<file path="config.mk">
export PLATFORM = sky130hd
export DESIGN_NAME = axis_out_framer_flat
export DESIGN_NICKNAME = d
export VERILOG_FILES = /design/src/rtl/ty_stream_pkg.sv /design/src/rtl/axis_out_framer_if.sv /design/src/rtl/ty_sync_fifo.sv /design/src/rtl/axis_out_framer.sv /design/src/flat_wrapper.sv
export SDC_FILE = /design/constraint.sdc
export NUM_CORES = 1
export LEC_CHECK = 0
export BUFFER_PORTS_ARGS = -buffer_cell sky130_fd_sc_hd__buf_2
export CAP_MARGIN = 15
export CORE_ASPECT_RATIO = 0.7
export CORE_MARGIN = 2
export CORE_UTILIZATION = 59
export DETAILED_ROUTE_END_ITERATION = 8
export GPL_ROUTABILITY_DRIVEN = 0
export PLACE_DENSITY = 0.8
export SYNTH_ARGS = -nofsm -noshare
export SYNTH_HDL_FRONTEND = slang
export SYNTH_SLANG_ARGS = --single-unit
</file>
<file path="constraint.sdc">
create_clock -name aclk -period 6.1 [get_ports aclk]
set_clock_uncertainty 0.05 [all_clocks]
set_input_delay 0.61 -clock aclk [delete_from_list [all_inputs] [get_ports aclk]]
set_output_delay 0.61 -clock aclk [all_outputs]
set_load 0.005 [all_outputs]
</file>
<file path="src/rtl/ty_stream_pkg.sv">
// Shared types and default sizing for the kernel result stream path.
package ty_stream_pkg;

  localparam int unsigned TY_GVECT      = 2;
  localparam int unsigned TY_DATA_WIDTH = 32 * TY_GVECT;
  localparam int unsigned TY_LEN_WIDTH  = 32;
  localparam int unsigned TY_FIFO_DEPTH = 4;
  localparam int unsigned TY_STALL_W    = 32;

  typedef enum logic [1:0] {
    IDLE = 2'd0,
    RUN  = 2'd1,
    FIN  = 2'd2
  } framer_state_t;

  typedef logic [TY_DATA_WIDTH-1:0] data_word_t;

endpackage

</file>
<file path="src/rtl/axis_out_framer_if.sv">
// Stream bundle for axis_out_framer: kernel-side input and AXI4-Stream output.
// slave is the framer's view; master is the view of the surrounding kernel/sink.
interface axis_out_framer_if
  import ty_stream_pkg::*;
#(
  parameter int unsigned DATA_W = TY_DATA_WIDTH
);

  logic              s_tvalid;
  logic [DATA_W-1:0] s_tdata;
  logic              s_tready;
  logic              m_tvalid;
  logic [DATA_W-1:0] m_tdata;
  logic              m_tlast;
  logic              m_tready;

  modport slave (
    input  s_tvalid, s_tdata, m_tready,
    output s_tready, m_tvalid, m_tdata, m_tlast
  );

  modport master (
    output s_tvalid, s_tdata, m_tready,
    input  s_tready, m_tvalid, m_tdata, m_tlast
  );

endinterface

</file>
<file path="src/rtl/ty_sync_fifo.sv">
// First-word-fall-through synchronous FIFO with registered full/empty flags.
module ty_sync_fifo #(
  parameter int unsigned DATA_W = 64,
  parameter int unsigned DEPTH  = 4
) (
  input  logic              clk,
  input  logic              rst_n,
  input  logic              push,
  input  logic [DATA_W-1:0] wdata,
  input  logic              pop,
  output logic [DATA_W-1:0] rdata,
  output logic              full,
  output logic              empty
);

  localparam int unsigned AW = (DEPTH > 1) ? $clog2(DEPTH) : 1;
  localparam int unsigned CW = AW + 1;

  logic [DATA_W-1:0] mem [DEPTH];
  logic [AW-1:0]     wr_ptr_q;
  logic [AW-1:0]     rd_ptr_q;
  logic [CW-1:0]     count_q;
  logic [CW-1:0]     count_d;
  logic              do_push;
  logic              do_pop;

  // A push while full is legal only when the head leaves in the same cycle.
  always_comb begin
    do_pop  = pop && !empty;
    do_push = push && (!full || do_pop);
    count_d = count_q + CW'(do_push) - CW'(do_pop);
  end

  always_ff @(posedge clk or negedge rst_n) begin
    if (!rst_n) begin
      wr_ptr_q <= '0;
      rd_ptr_q <= '0;
      count_q  <= '0;
      full     <= 1'b0;
      empty    <= 1'b1;
    end else begin
      if (do_push) wr_ptr_q <= wr_ptr_q + AW'(1);
      if (do_pop)  rd_ptr_q <= rd_ptr_q + AW'(1);
      count_q <= count_d;
      full    <= (count_d == CW'(DEPTH));
      empty   <= (count_d == '0);
    end
  end

  // Storage is not reset; contents are only observable behind empty.
  always_ff @(posedge clk) begin
    if (do_push) mem[wr_ptr_q] <= wdata;
  end

  assign rdata = mem[rd_ptr_q];

endmodule

</file>
<file path="src/rtl/axis_out_framer.sv">
// Buffers the kernel result stream and re-emits it as AXI4-Stream with tlast on the final word.
// Optional stall counter output enabled by defining TY_OUT_STALL_CNT_EN.
module axis_out_framer
  import ty_stream_pkg::*;
#(
  parameter int unsigned C_DATA_WIDTH = TY_DATA_WIDTH,
  parameter int unsigned C_LEN_WIDTH  = TY_LEN_WIDTH,
  parameter int unsigned C_FIFO_DEPTH = TY_FIFO_DEPTH
) (
  input  logic                   aclk,
  input  logic                   areset_n,
  input  logic                   start,
  input  logic [C_LEN_WIDTH-1:0] num_words,
  axis_out_framer_if.slave       axis,
  output logic                   busy,
  output logic                   done
`ifdef TY_OUT_STALL_CNT_EN
  ,
  output logic [TY_STALL_W-1:0]  stall_cycles
`endif
);

  framer_state_t state_q;
  framer_state_t state_d;

  logic [C_LEN_WIDTH-1:0]  len_q;
  logic [C_LEN_WIDTH-1:0]  in_cnt_q;
  logic [C_LEN_WIDTH-1:0]  out_cnt_q;
  logic [C_DATA_WIDTH-1:0] fifo_rdata;
  logic                    fifo_full;
  logic                    fifo_empty;
  logic                    start_acc;
  logic                    in_room;
  logic                    s_ready;
  logic                    m_valid;
  logic                    push;
  logic                    pop;
  logic                    last_word;

  // Handshake qualifiers depend only on registered state, never on the peers' valid/ready.
  always_comb begin
    start_acc = (state_q == IDLE) && start;
    in_room   = (in_cnt_q < len_q);
    s_ready   = (state_q == RUN) && !fifo_full && in_room;
    m_valid   = (state_q == RUN) && !fifo_empty;
    push      = axis.s_tvalid && s_ready;
    pop       = m_valid && axis.m_tready;
    last_word = (out_cnt_q == (len_q - C_LEN_WIDTH'(1)));
  end

  assign axis.s_tready = s_ready;
  assign axis.m_tvalid = m_valid;
  assign axis.m_tlast  = m_valid && last_word;
  assign axis.m_tdata  = m_valid ? fifo_rdata : '0;

  ty_sync_fifo #(
    .DATA_W (C_DATA_WIDTH),
    .DEPTH  (C_FIFO_DEPTH)
  ) u_fifo (
    .clk   (aclk),
    .rst_n (areset_n),
    .push  (push),
    .wdata (axis.s_tdata),
    .pop   (pop),
    .rdata (fifo_rdata),
    .full  (fifo_full),
    .empty (fifo_empty)
  );

  always_ff @(posedge aclk or negedge areset_n) begin
    if (!areset_n) state_q <= IDLE;
    else           state_q <= state_d;
  end

  // A zero-length request skips RUN and reports completion straight away.
  always_comb begin
    state_d = state_q;
    unique case (state_q)
      IDLE: begin
        if (start) state_d = (num_words == '0) ? FIN : RUN;
      end
      RUN: begin
        if (pop && last_word) state_d = FIN;
      end
      FIN:     state_d = IDLE;
      default: state_d = IDLE;
    endcase
  end

  // busy/done are registered from the next state so they line up with RUN/FIN.
  always_ff @(posedge aclk or negedge areset_n) begin
    if (!areset_n) begin
      busy <= 1'b0;
      done <= 1'b0;
    end else begin
      busy <= (state_d == RUN);
      done <= (state_d == FIN);
    end
  end

  always_ff @(posedge aclk or negedge areset_n) begin
    if (!areset_n) begin
      len_q     <= '0;
      in_cnt_q  <= '0;
      out_cnt_q <= '0;
    end else if (start_acc) begin
      len_q     <= num_words;
      in_cnt_q  <= '0;
      out_cnt_q <= '0;
    end else begin
      if (push) in_cnt_q  <= in_cnt_q + C_LEN_WIDTH'(1);
      if (pop)  out_cnt_q <= out_cnt_q + C_LEN_WIDTH'(1);
    end
  end

`ifdef TY_OUT_STALL_CNT_EN
  // Counts RUN cycles where a word is offered but the sink holds off; saturating.
  always_ff @(posedge aclk or negedge areset_n) begin
    if (!areset_n) begin
      stall_cycles <= '0;
    end else if (start_acc) begin
      stall_cycles <= '0;
    end else if (m_valid && !axis.m_tready && (stall_cycles != '1)) begin
      stall_cycles <= stall_cycles + TY_STALL_W'(1);
    end
  end
`endif

endmodule

</file>
<file path="src/flat_wrapper.sv">
// flat-port wrapper written by rule: the top's interface ports become plain ports
module axis_out_framer_flat import ty_stream_pkg::*;
#(
  parameter int unsigned C_DATA_WIDTH = TY_DATA_WIDTH,
  parameter int unsigned C_LEN_WIDTH  = TY_LEN_WIDTH,
  parameter int unsigned C_FIFO_DEPTH = TY_FIFO_DEPTH
)
  (aclk, areset_n, start, num_words, busy, done, axis_s_tvalid, axis_s_tdata, axis_m_tready, axis_s_tready, axis_m_tvalid, axis_m_tdata, axis_m_tlast);
  axis_out_framer_if #(.DATA_W(64)) axis_i ();
  input  logic aclk;
  input  logic areset_n;
  input  logic start;
  input  logic [C_LEN_WIDTH-1:0] num_words;
  output logic busy;
  output logic done;
  input wire logic [$bits(axis_i.s_tvalid)-1:0] axis_s_tvalid;
  input wire logic [$bits(axis_i.s_tdata)-1:0] axis_s_tdata;
  input wire logic [$bits(axis_i.m_tready)-1:0] axis_m_tready;
  output wire logic [$bits(axis_i.s_tready)-1:0] axis_s_tready;
  output wire logic [$bits(axis_i.m_tvalid)-1:0] axis_m_tvalid;
  output wire logic [$bits(axis_i.m_tdata)-1:0] axis_m_tdata;
  output wire logic [$bits(axis_i.m_tlast)-1:0] axis_m_tlast;
  assign axis_i.s_tvalid = axis_s_tvalid;
  assign axis_i.s_tdata = axis_s_tdata;
  assign axis_i.m_tready = axis_m_tready;
  assign axis_s_tready = axis_i.s_tready;
  assign axis_m_tvalid = axis_i.m_tvalid;
  assign axis_m_tdata = axis_i.m_tdata;
  assign axis_m_tlast = axis_i.m_tlast;
  axis_out_framer #(.C_DATA_WIDTH(C_DATA_WIDTH), .C_LEN_WIDTH(C_LEN_WIDTH), .C_FIFO_DEPTH(C_FIFO_DEPTH)) u_core (.aclk(aclk), .areset_n(areset_n), .start(start), .num_words(num_words), .axis(axis_i), .busy(busy), .done(done));
endmodule
</file>
## Yosys cells after proc, flatten, opt, wreduce, memory -nomap -nowiden

Memories as Yosys holds them, arrays and structs flattened.
Cells that the tools add are included.
W data, S select, Z words.

| word-level totals | value |
|---|---|
| input bits | 101 |
| bits in writable memories | 256 |
| memories kept | 1 |
| flip-flop bits (word level) | 109 |

| operators by class | value |
|---|---|
| equality and inequality tests | 5 |
| order comparisons | 1 |
| add/sub/neg operators | 7 |
| reductions and logical operators | 18 |
| muxes and demuxes | 11 |

Memories:

| memory | depth | width | read ports | clocked after Yosys merged registers in | wr ports | line | source |
|---|---|---|---|---|---|---|---|
| u_core.u_fifo.mem | 4 | 64 | 1 | 0 | 1 | ty_sync_fifo.sv:19 | `logic [DATA_W-1:0] mem [DEPTH];` |

Operators with widths:

| operator | count |
|---|---|
| $mux W32 | 4 |
| $add A32 B1 Y32 const B | 2 |
| $mux W64 | 1 |
| $eq A32 B32 Y1 | 1 |
| $logic_not A32 Y1 | 1 |
| $lt A32 B32 Y1 | 1 |
| $sub A32 B1 Y32 const B | 1 |
| $logic_and A1 B1 Y1 | 10 |
| $mux W2 | 3 |
| $add A2 B1 Y2 const B | 2 |
| $eq A2 B1 Y1 const B | 2 |
| $pmux W2 S2 | 1 |
| $reduce_bool A2 Y1 | 2 |
| $add A3 B1 Y3 | 1 |
| $eq A3 B3 Y1 const B | 1 |
| $logic_not A3 Y1 | 1 |
| $sub A3 B1 Y3 | 1 |
| $eq A2 B2 Y1 const B | 1 |
| $logic_not A1 Y1 | 2 |
| $logic_not A2 Y1 | 1 |
| $mux W1 | 2 |
| $logic_or A1 B1 Y1 | 1 |

## Depth between registers and ports, before layout

Gate-level depths: netlist (run 1).

| depth | value |
|---|---|
| depth in word-level cells | 9 |
| gate-level depth with buffers | 19 |
| gate-level depth less buffers | 16 |

## Modules after synthesis

From an unflattened synthesis (run 1), not the netlist that was laid out.

| unflattened totals | value |
|---|---|
| cells, all modules | 1188 |
| area, all modules | 16595.9 sq um |

Modules (own cells, without submodules):

| module | times used | sequential area each (sq um) | cells each | area each (sq um) |
|---|---|---|---|---|
| ty_sync_fifo | 1 | 7913.8 | 372 | 9695.5 |
| axis_out_framer | 1 | 2502.4 | 816 | 6900.4 |

## Worst setup path before layout (run 1)

No wires, ideal clock.

| timing path | value |
|---|---|
| kind | register -> register |
| start | reg u_core.len_q[9] |
| end | mem u_core.u_fifo.mem[0][0], enable pin |
| library setup time | 0.429 ns |
| cell stages (with the launch flop) | 12 |
| required time | 5.621 ns |
| buffers on the path | 2 |
| arrival time | 3.898 ns |
| setup slack | 1.723 ns |
| period minus slack after synthesis | 4.377 ns |
| path through | dfrtp_1 inv_1 ha_1 a21o_1 a21oi_1 o21ai_0 a221o_1 a31oi_1 o21a_1 clkbuf_1 clkbuf_1 and2_1 |

| between the ends | value |
|---|---|
| cells in the longest elaborated chain, start to end | 6 |

RTL lines:

| element | line | source |
|---|---|---|
| start, declared | axis_out_framer.sv:26 | `logic [C_LEN_WIDTH-1:0] len_q;` |
| start signal, assigned | axis_out_framer.sv:107 | `len_q <= num_words;` |
| $lt A32 B32 Y1 | axis_out_framer.sv:43 | `in_room = (in_cnt_q < len_q);` |
| $logic_and A1 B1 Y1 | axis_out_framer.sv:44 | `s_ready = (state_q == RUN) && !fifo_full && in_room;` |
| $logic_and A1 B1 Y1 | axis_out_framer.sv:46 | `push = axis.s_tvalid && s_ready;` |
| $logic_and A1 B1 Y1 | ty_sync_fifo.sv:30 | `do_push = push && (!full \|\| do_pop);` |
| $mux W1 | ty_sync_fifo.sv:52 | `if (do_push) mem[wr_ptr_q] <= wdata;` |
| $mux W1 (not written as such) | ty_sync_fifo.sv:52 |  |
| end, declared | ty_sync_fifo.sv:19 |  |

Every way passes these cells.

## Worst setup path in the final report (run 1)

| timing path | value |
|---|---|
| start | reg u_core.len_q[0] |
| end | out axis_m_tlast |

| between the ends | value |
|---|---|
| cells in the longest elaborated chain, start to end | 3 |

RTL lines:

| element | line | source |
|---|---|---|
| $sub A32 B1 Y32 | axis_out_framer.sv:48 | `last_word = (out_cnt_q == (len_q - C_LEN_WIDTH'(1)));` |
| $eq A32 B32 Y1 | axis_out_framer.sv:48 |  |
| $logic_and A1 B1 Y1 | axis_out_framer.sv:53 | `assign axis.m_tlast = m_valid && last_word;` |
| end, declared | flat_wrapper.sv:22 | `output wire logic [$bits(axis_i.m_tlast)-1:0] axis_m_tlast;` |

Every way passes these cells.

==> results.json, run 1 <==
{
  "hp-class": "input pin to flip-flop",
  "first_iter_violations": 1018,
  "synth_area_um2": 16600,
  "clockBufferDepth": 3,
  "path_clk_slew_ps": 70,
  "synth-async-reset-ratio_pct": 29.9,
  "synth_flop_cell": "edfxtp_1",
  "cts_sinks": 365,
  "slew_violations": 0,
  "required_ps": 5440,
  "grt.overflow.total": 0,
  "synthAdderAreaFrac_pct": 3.13,
  "period_share_pct": 77.0,
  "synth_warnings": 0,
  "ys_seq_area_share_pct": 62.6,
  "cts_max_level": 2,
  "synth.area.mux_share_pct": 9.21,
  "synth_fp_nets": 1350,
  "slew_headroom_pct": 34.3,
  "fin_nets": 1516,
  "path_max_fanout": 7,
  "critPathLaunchType": "flip-flop",
  "fp.dieW_um": 205,
  "place_ws_ps": 1700,
  "grt_pass1_wl_um": 57200,
  "final_hold_viol_count": 0,
  "routedWlPerCell_um": 20.9,
  "p_per_area_nw_per_um2": 393,
  "rows": 51,
  "holdWs_ps": 243,
  "crit_path_end_kind": "output port",
  "setup_slack_ps": 1400,
  "fp.dieArea_um2": 29600,
  "start_util_pct": 60.0,
  "setup_violations": 0,
  "synth.distinct_cells": 65,
  "synth_compound_area_share_pct": 5.68,
  "final_common_cell": "edfxtp_1",
  "synth_cells": 1208,
  "numCtsBuffers": 35,
  "grt_pass1_vias": 10193,
  "tightest_slew_ps": 985,
  "status": "finished, final reports clean",
  "postCtsSetupBuffers": 0,
  "synth_seq_cells": 365,
  "cts_hold_buffers": 1,
  "finalWirelength_um": 37100,
  "period_minus_slack_ps": 4700,
  "antenna_found_initial": 3,
  "synth_edf_count": 256,
  "power_leakage_nw": 7.36,
  "synthSimpleGateAreaFrac_pct": 13.2,
  "synth_xor_area_share_pct": 3.89,
  "cts_resized": 0,
  "maxCapViolCount": 0,
  "tns_ps": 0,
  "antenna_left": 0,
  "peakVddDrop_uv": 287,
  "clock_latency_ps": 530,
  "synth.avg_cell_area_um2": 13.8,
  "dr_total_vias": 10678,
  "drive_above_1_share_pct": 23.1,
  "area_growth_pct": 14.5,
  "avgViaCountPerCell": 6.02,
  "final_util_pct": 68.7,
  "layout_common_cells": "256 x edfxtp_1, 168 x buf_2, 106 x dfrtp_1",
  "cp.arrival_ps": 4040,
  "cts_tree": "done",
  "rsz0062_at_grt": "no",
  "max_freq_mhz": 213,
  "drt_pre_antenna_iters": 5,
  "die_h_um": 145,
  "coreArea_um2": 27800,
  "finalPower_w": 0.00749,
  "synth_top_family_by_area": "simple AND/OR/NAND/NOR gates",
  "io_buffer_count": 169,
  "clockRootBuffer": "clkbuf_16",
  "grtUsageTotal_pct": 25.4,
  "drc": 0,
  "dp_hpwl_um": 24300,
  "io_pins": 170,
  "criticalPathCategory": "flip-flop to output port",
  "grt_max_degree": 91
}
worst paths after layout:
check | slack, ps | startpoint | end | cells after the start
hold reg to reg | 480 | u_core.in_cnt_q[4] | u_core.in_cnt_q[4] | 1
min in group asynchronous | 580 | areset_n | u_core.out_cnt_q[0] | 2
setup reg to reg | 1580 | u_core.len_q[9] | u_core.u_fifo.full | 16
hold / removal | 240 | axis_s_tdata[3] | u_core.u_fifo.mem[2][3] | 1
setup / recovery | 1400 | u_core.len_q[0] | axis_m_tlast | 10
max in group asynchronous | 4100 | areset_n | u_core.in_cnt_q[15] | 3
where the power goes:
part | switching, W | internal (W) | total [W] | leakage [nW]
clock network | 0.000939 | 0.00129 | 0.00223 | 0.579
logic | 0.000928 | 0.000953 | 0.00188 | 3.07
registers | 0.000289 | 0.00310 | 0.00339 | 3.72
total | 0.00216 | 0.00534 | 0.00749 | 7.36
kinds of logic (layout without fill, tap and decap cells):
logic type               count (synthesis)  after routing
AND/OR/NAND/NOR                        397            397
flip-flops                             365            365
AO/OA/AOI/OAI                          154            154
buffers and inverters                  104            296
XOR/XNOR                                74             74
multiplexers                            73             73
adder cells (fa/ha/maj)                 41             41
other                                    0              4
sequential cells by signal, indices dropped and copies added (netlist names):
register / flops
u_core.in_cnt_q: 32
u_core.u_fifo.wr_ptr_q: 2
u_core.len_q: 32
u_core.busy: 1
u_core.u_fifo.full: 1
u_core.u_fifo.mem: 256
u_core.out_cnt_q: 32
u_core.u_fifo.empty: 1
u_core.done: 1
u_core.u_fifo.rd_ptr_q: 2
u_core.u_fifo.count_q: 3
u_core.state_q: 2
critical path: stages (launching register included):
cell and delay [ps]:
dfrtp_1 480, inv_1 130, ha_1 250, nor4b_2 420
nand4_1 220, or3_1 420, nor4b_1 300, o2111ai_1 150
or4_4 580, nor4_1 380, buf_2 180
metrics by stage:
| step | cell area, µm² | cells |
|---|---|---|
| 5_1_grt | 19100 | 1772 |
| 3_5_place_dp | 17900 | 1706 |
| 3_3_place_gp | 17900 | 1706 |
| 4_1_cts | 19000 | 1770 |
| 2_1_floorplan | 16600 | 1208 |
| 6_report | 19100 | 1775 |
metal layers:
| metal | wire length (µm) | vias up | GRT usage, % |
|---|---|---|---|
| li1 | - | 4884 | - |
| met1 | 16200 | 5341 | 37.2 |
| met2 | 17300 | 382 | 38.5 |
| met3 | 2680 | 71 | 5.25 |
| met4 | 975 | 0 | 8.28 |
| met5 | 0 | - | 0 |
synthesized netlist by cell type (14+ instances only):
master | count | area [µm²]
dfrtp_1 | 108 | 2700
nor3_1 | 16 | 80.1
o21ai_0 | 61 | 305
or4_1 | 14 | 105
and3_1 | 16 | 100
nor4_1 | 16 | 100
edfxtp_1 | 256 | 7690
nor2b_1 | 65 | 407
clkbuf_1 | 41 | 154
nand4_1 | 28 | 175
a21oi_1 | 36 | 180
ha_1 | 40 | 500
xnor2_1 | 34 | 298
nand3_1 | 31 | 155
inv_1 | 51 | 191
nor2_1 | 58 | 218
mux4_2 | 64 | 1440
nand2_1 | 90 | 338
xor2_1 | 40 | 350
area by class of cell:
class | instances | area, µm²
sequential | 365 | 10400
fill | 1873 | 8700
multi-input combinational | 739 | 5850
clock buffer | 43 | 946
timing repair buffer | 181 | 938
tap | 371 | 464
clock inverter | 20 | 236
inverter | 52 | 195
antenna | 4 | 10.0
No activity file was read; power rests on OpenSTA's default activity.
==> inputs of run 2 (changes only) <==
--- a/config.mk
+++ b/config.mk
@@ -9,10 +9,10 @@
 export CAP_MARGIN = 15
 export CORE_ASPECT_RATIO = 0.7
 export CORE_MARGIN = 2
-export CORE_UTILIZATION = 59
+export CORE_UTILIZATION = 53
 export DETAILED_ROUTE_END_ITERATION = 8
 export GPL_ROUTABILITY_DRIVEN = 0
-export PLACE_DENSITY = 0.8
+export PLACE_DENSITY = 0.76
 export SYNTH_ARGS = -nofsm -noshare
 export SYNTH_HDL_FRONTEND = slang
 export SYNTH_SLANG_ARGS = --single-unit
==> constraint.sdc (replaced) <==
create_clock -name aclk -period 3.9 [get_ports aclk]
set_clock_uncertainty 0.05 [all_clocks]
set_input_delay 0.39 -clock aclk [delete_from_list [all_inputs] [get_ports aclk]]
set_output_delay 0.39 -clock aclk [all_outputs]
set_load 0.005 [all_outputs]
==> run 2 against run 1 <==
  * Hold slack got worse by 220 ps
  * Via count increased by 1.5%
  * Sequential share of layout area decreased by 1.3 points
  * Sequential power increased by 55%
  * Critical path depth decreased by 1
  * Sequential cell count unchanged
  * Wire length increased by 1.3%
  * Final cell count increased by 4.3%
  * Setup slack got worse by 1300 ps
  * Highest routed layer unchanged
==> results.json, run 2 (synthesis gave the netlist of run 1 again) <==
{
  "cts_tree": "done",
  "finalWirelength_um": 37600,
  "clockPowerShare_pct": 29.5,
  "required_ps": 3460,
  "avgViaCountPerCell": 5.85,
  "clock_latency_ps": 530,
  "grt_pass1_wl_um": 59000,
  "cts_sinks": 365,
  "tightest_slew_ps": 813,
  "dr_total_vias": 10843,
  "instances_no_fill": 1852,
  "io_pins": 170,
  "slew_headroom_pct": 45.6,
  "grt_pass1_vias": 10513,
  "drive_above_1_share_pct": 24.9,
  "final_hold_viol_count": 0,
  "drc": 0,
  "crit_start": "u_core.len_q[8]",
  "drt_pre_antenna_iters": 6,
  "setup_slack_ps": 70.4,
  "antenna_found_initial": 4,
  "criticalPathCategory": "flip-flop to output port",
  "critPathLaunchType": "flip-flop",
  "dp.cells": 1766,
  "routedWlPerCell_um": 20.3,
  "layout_common_cells": "256 x edfxtp_1, 168 x buf_2, 105 x dfrtp_1",
  "cp.arrival_ps": 3390,
  "dp_hpwl_um": 25100,
  "path_max_fanout": 4,
  "antenna_left": 0,
  "final_common_cell": "edfxtp_1",
  "rows": 54,
  "crit_path_end_kind": "output port",
  "fp.dieArea_um2": 32900,
  "area_growth_pct": 17.2,
  "clockRootBuffer": "clkbuf_16",
  "multi_input_area_um2": 5940,
  "fin_nets": 1543,
  "p_per_area_nw_per_um2": 605,
  "io_buffer_count": 169,
  "die_h_um": 152,
  "status": "finished, final reports clean",
  "swShare_pct": 28.6,
  "seqCellArea_um2": 10400,
  "seqPwrFrac_pct": 44.3,
  "power.switching_w": 0.00338,
  "slew_violations": 0,
  "first_iter_violations": 1183,
  "power_leakage_nw": 7.53,
  "internal_power_w": 0.00844,
  "period_minus_slack_ps": 3830,
  "setup_violations": 0,
  "worst_r2r_startpoint": "u_core.len_q[25]",
  "largest_register_ffs": 256,
  "hp-class": "input pin to flip-flop",
  "max_freq_mhz": 261,
  "peakVddDrop_uv": 450,
  "numCtsBuffers": 37,
  "fillCellCount": 2253,
  "final_util_pct": 62.9,
  "place_ws_ps": 239,
  "hold_start": "axis_s_tdata[47]",
  "maxCapViolCount": 0,
  "coreArea_um2": 31000,
  "clockBufferDepth": 3,
  "path_clk_slew_ps": 60,
  "p_comb_share_pct": 26.2,
  "regMostFlops": "u_core.u_fifo.mem",
  "finalPower_w": 0.0118,
  "grt.overflow.total": 0,
  "cts_max_level": 2,
  "grtUsageTotal_pct": 22.9,
  "fp.dieW_um": 216,
  "start_util_pct": 53.7,
  "grt_max_degree": 66,
  "period_share_pct": 98.2
}
==> run 2: cell count changes in the layout (fill, tap and decap cells not counted), moves of 3 or more <==
cell | before | now
buf_4 | 11 | 25
buf_12 | 0 | 7
dlygate4sd3_1 | 1 | 6
and2_2 | 4 | 0
and2_4 | 0 | 4
clkbuf_8 | 4 | 0
clkbuf_1 | 4 | 7
clkbuf_16 | 35 | 38
nor4_1 | 16 | 13
==> run 2: final timing paths <==
path                                            endpoint  slack, ps  cells past startpoint
worst min-delay path            u_core.u_fifo.mem[3][47]         30                      1
min in group asynchronous           u_core.out_cnt_q[17]        450                      2
max in group asynchronous             u_core.in_cnt_q[4]       2460                      3
worst max register to register        u_core.u_fifo.full        220                     17
worst max-delay path                        axis_m_tlast         70                      9
worst min register to register        u_core.in_cnt_q[4]        470                      1
==> run 2: critical path, cell delays in order (launching register included) <==
cell and delay [ps]:
dfrtp_1 460, nor4_4 420, nand4_1 250, buf_4 230, nor4_1 360, mux2i_1 280
nand3_1 110, or4_4 460, nor4_2 140, buf_2 150
==> run 2: metal layers <==
metal  vias up  wire (µm)  part of all wire [%]  global-route usage (%)
met3        70       2560                   6.8                    3.75
met2       400      17000                    45                    33.4
met5         -          0                     0                       0
met4         0       1030                   2.7                    7.72
met1      5425      17000                    45                    35.4
li1       4948          -                     -                       -
==> run 2: stage by stage <==
| stage | cell area [µm²] | hold WS, ps | TNS (ps) |
|---|---|---|---|
| floorplan | 16700 | 44.4 | 0 |
| global placement | 18100 | 453 | 0 |
| detailed placement | 18100 | 463 | 0 |
| CTS | 19400 | 0.992 | 0 |
| global route | 19500 | 3.11 | -31.4 |
| finish | 19500 | 27.6 | 0 |
==> run 2: area by class of cell <==
type                            instances  area share (%)
Clock inverter                         20            1.08
Multi-Input combinational cell        739            30.4
Inverter                               52            1.00
Sequential cell                       365            53.4
Tap cell                              420            2.69
Clock buffer                           45            5.01
Antenna cell                            5          0.0641
Timing Repair Buffer                  206            6.30
==> run 2: power groups by stage <==
stage	sequential [W]	combinational (W)	clock, W
4_1_cts	0.00524	0.00313	0.00355
2_1_floorplan	0.00508	0.00205	0
3_3_place_gp	0.00528	0.00305	0
3_5_place_dp	0.00531	0.00310	0
5_1_grt	0.00530	0.00337	0.00370
6_report	0.00524	0.00309	0.00349
==> run 2: timing repair <==
action / 4_1_cts / 5_1_grt
hold buffers: 6 / 0
buffers inserted: 8 / 2
cloned: 0 / 0
endpoints found under the hold margin: 78 / 0
gates resized for setup: 10 / 7
endpoints found under the setup margin: 1 / 2
pin swaps: 4 / 1
==> inputs of run 3 (changes only) <==
--- a/config.mk
+++ b/config.mk
@@ -9,10 +9,10 @@
 export CAP_MARGIN = 15
 export CORE_ASPECT_RATIO = 0.7
 export CORE_MARGIN = 2
-export CORE_UTILIZATION = 53
+export CORE_UTILIZATION = 64
 export DETAILED_ROUTE_END_ITERATION = 8
 export GPL_ROUTABILITY_DRIVEN = 0
-export PLACE_DENSITY = 0.76
+export PLACE_DENSITY = 0.91
 export SYNTH_ARGS = -nofsm -noshare
 export SYNTH_HDL_FRONTEND = slang
 export SYNTH_SLANG_ARGS = --single-unit
==> constraint.sdc (replaced) <==
create_clock -name aclk -period 4.5 [get_ports aclk]
set_clock_uncertainty 0.05 [all_clocks]
set_input_delay 0.45 -clock aclk [delete_from_list [all_inputs] [get_ports aclk]]
set_output_delay 0.45 -clock aclk [all_outputs]
set_load 0.005 [all_outputs]
==> run 3 against run 2 <==
  * Core utilization grew 11 points
  * Sequential cell count unchanged
  * Global-route usage increased by 5.9 points
  * Count of clock-buffer cells in the layout rose by 3
  * First-iteration DRC count grew 7.4%
  * Combinational power fell by 16%
  * Highest routed layer is now met5
==> results.json, run 3 (synthesis gave the netlist of run 1 again) <==
{
  "regMostFlops": "u_core.u_fifo.mem",
  "layout_common_cells": "256 x edfxtp_1, 168 x buf_2, 106 x dfrtp_1",
  "cts_max_level": 2,
  "crit_path_end_kind": "output port",
  "clockBufferDepth": 3,
  "power_leakage_nw": 7.38,
  "first_iter_violations": 1271,
  "cts_sinks": 365,
  "start_util_pct": 65.0,
  "multi_input_area_um2": 5850,
  "setup_slack_ps": 223,
  "slew_headroom_pct": 32.1,
  "finalWirelength_um": 38500,
  "path_clk_slew_ps": 70,
  "io_pins": 170,
  "grt_max_degree": 66,
  "tns_ps": 0,
  "finalPower_w": 0.0102,
  "peakVddDrop_uv": 417,
  "largest_register_ffs": 256,
  "place_ws_ps": 680,
  "grt.overflow.total": 0,
  "antenna_found_initial": 3,
  "seqCellArea_um2": 10400,
  "final_hold_viol_count": 0,
  "numCtsBuffers": 35,
  "max_freq_mhz": 234,
  "fillCellCount": 1562,
  "critPathLaunchType": "flip-flop",
  "postCtsSetupBuffers": 0,
  "area_growth_pct": 14.5,
  "slew_violations": 0,
  "p_per_area_nw_per_um2": 533,
  "grt_pass1_vias": 10827,
  "cts_tree": "done",
  "grt_pass1_wl_um": 60700,
  "clockRootBuffer": "clkbuf_16",
  "fp.dieArea_um2": 27300,
  "final_util_pct": 74.4,
  "hp-class": "input pin to flip-flop",
  "drive_above_1_share_pct": 22.8,
  "drc": 0,
  "fin_nets": 1520,
  "cp.arrival_ps": 3780,
  "routedWlPerCell_um": 22.2,
  "cts_resized": 0,
  "dp_hpwl_um": 25600,
  "dr_total_vias": 10966,
  "die_h_um": 139,
  "setup_violations": 0,
  "drt_pre_antenna_iters": 5,
  "period_share_pct": 95.0,
  "clock_latency_ps": 540,
  "path_max_fanout": 7,
  "tightest_slew_ps": 1020,
  "avgViaCountPerCell": 6.31,
  "criticalPathCategory": "flip-flop to output port",
  "rsz0062_at_grt": "no",
  "coreArea_um2": 25600,
  "maxCapViolCount": 0,
  "fp.dieW_um": 197,
  "status": "finished, final reports clean",
  "io_buffer_count": 169,
  "grtUsageTotal_pct": 28.9,
  "period_minus_slack_ps": 4280,
  "final_common_cell": "edfxtp_1",
  "required_ps": 4000,
  "antenna_left": 0,
  "rows": 49
}
run 3: worst max-delay path, cell delays in order, from the launching register on:
cell and delay [ps]:
dfrtp_1 460, inv_1 120, ha_1 260, nor4b_2 380
nand4_1 180, or3_1 400, nor4b_1 300, o2111ai_1 130
or4_4 580, nor4_1 280, buf_2 160
run 3: worst paths after layout:
| check | from | to | slack, ps | cells after the start |
|---|---|---|---|---|
| worst max-delay path | u_core.len_q[0] | axis_m_tlast | 220 | 10 |
| worst min-delay path | axis_s_tdata[46] | u_core.u_fifo.mem[3][46] | 80 | 1 |
| worst max register to register | u_core.len_q[5] | u_core.u_fifo.full | 610 | 16 |
| worst min register to register | u_core.in_cnt_q[4] | u_core.in_cnt_q[4] | 470 | 1 |
| max in group asynchronous | areset_n | u_core.in_cnt_q[5] | 3140 | 3 |
| min in group asynchronous | areset_n | u_core.len_q[24] | 370 | 2 |
run 3: what timing repair did:
item,CTS,global route
setup endpoints to repair,0,0
hold buffers,1,0
endpoints found under the hold margin,34,0
run 3: layer usage:
layer / wire length, µm / vias to the layer above / global-route usage, %
met5: 7 / - / 0
met3: 2920 / 92 / 4.82
met2: 18300 / 503 / 44.4
li1: - / 4894 / -
met4: 1110 / 2 / 9.30
met1: 16200 / 5475 / 43.0
run 3: metrics by stage:
stage | cells | cell area (µm²) | hold WS [ps]
2_1_floorplan | 1208 | 16600 | 104
5_1_grt | 1738 | 19100 | 65.0
3_5_place_dp | 1671 | 17900 | 382
3_3_place_gp | 1671 | 17900 | 372
6_report | 1738 | 19100 | 78.3
4_1_cts | 1736 | 19100 | 55.2
run 3: report_power, final:
group / switching (W) / internal [W]
clock network: 0.00125 / 0.00170
registers: 0.000394 / 0.00419
logic: 0.00128 / 0.00134
run 3: area by class of cell:
class	count	area share [%]
multi-input cells	739	30.7
diodes	2	0.0263
flip-flops and latches	365	54.7
clock inverters	16	0.853
well taps	331	2.17
clock buffers	48	5.12
repair buffers	185	5.42
inverters	52	1.02
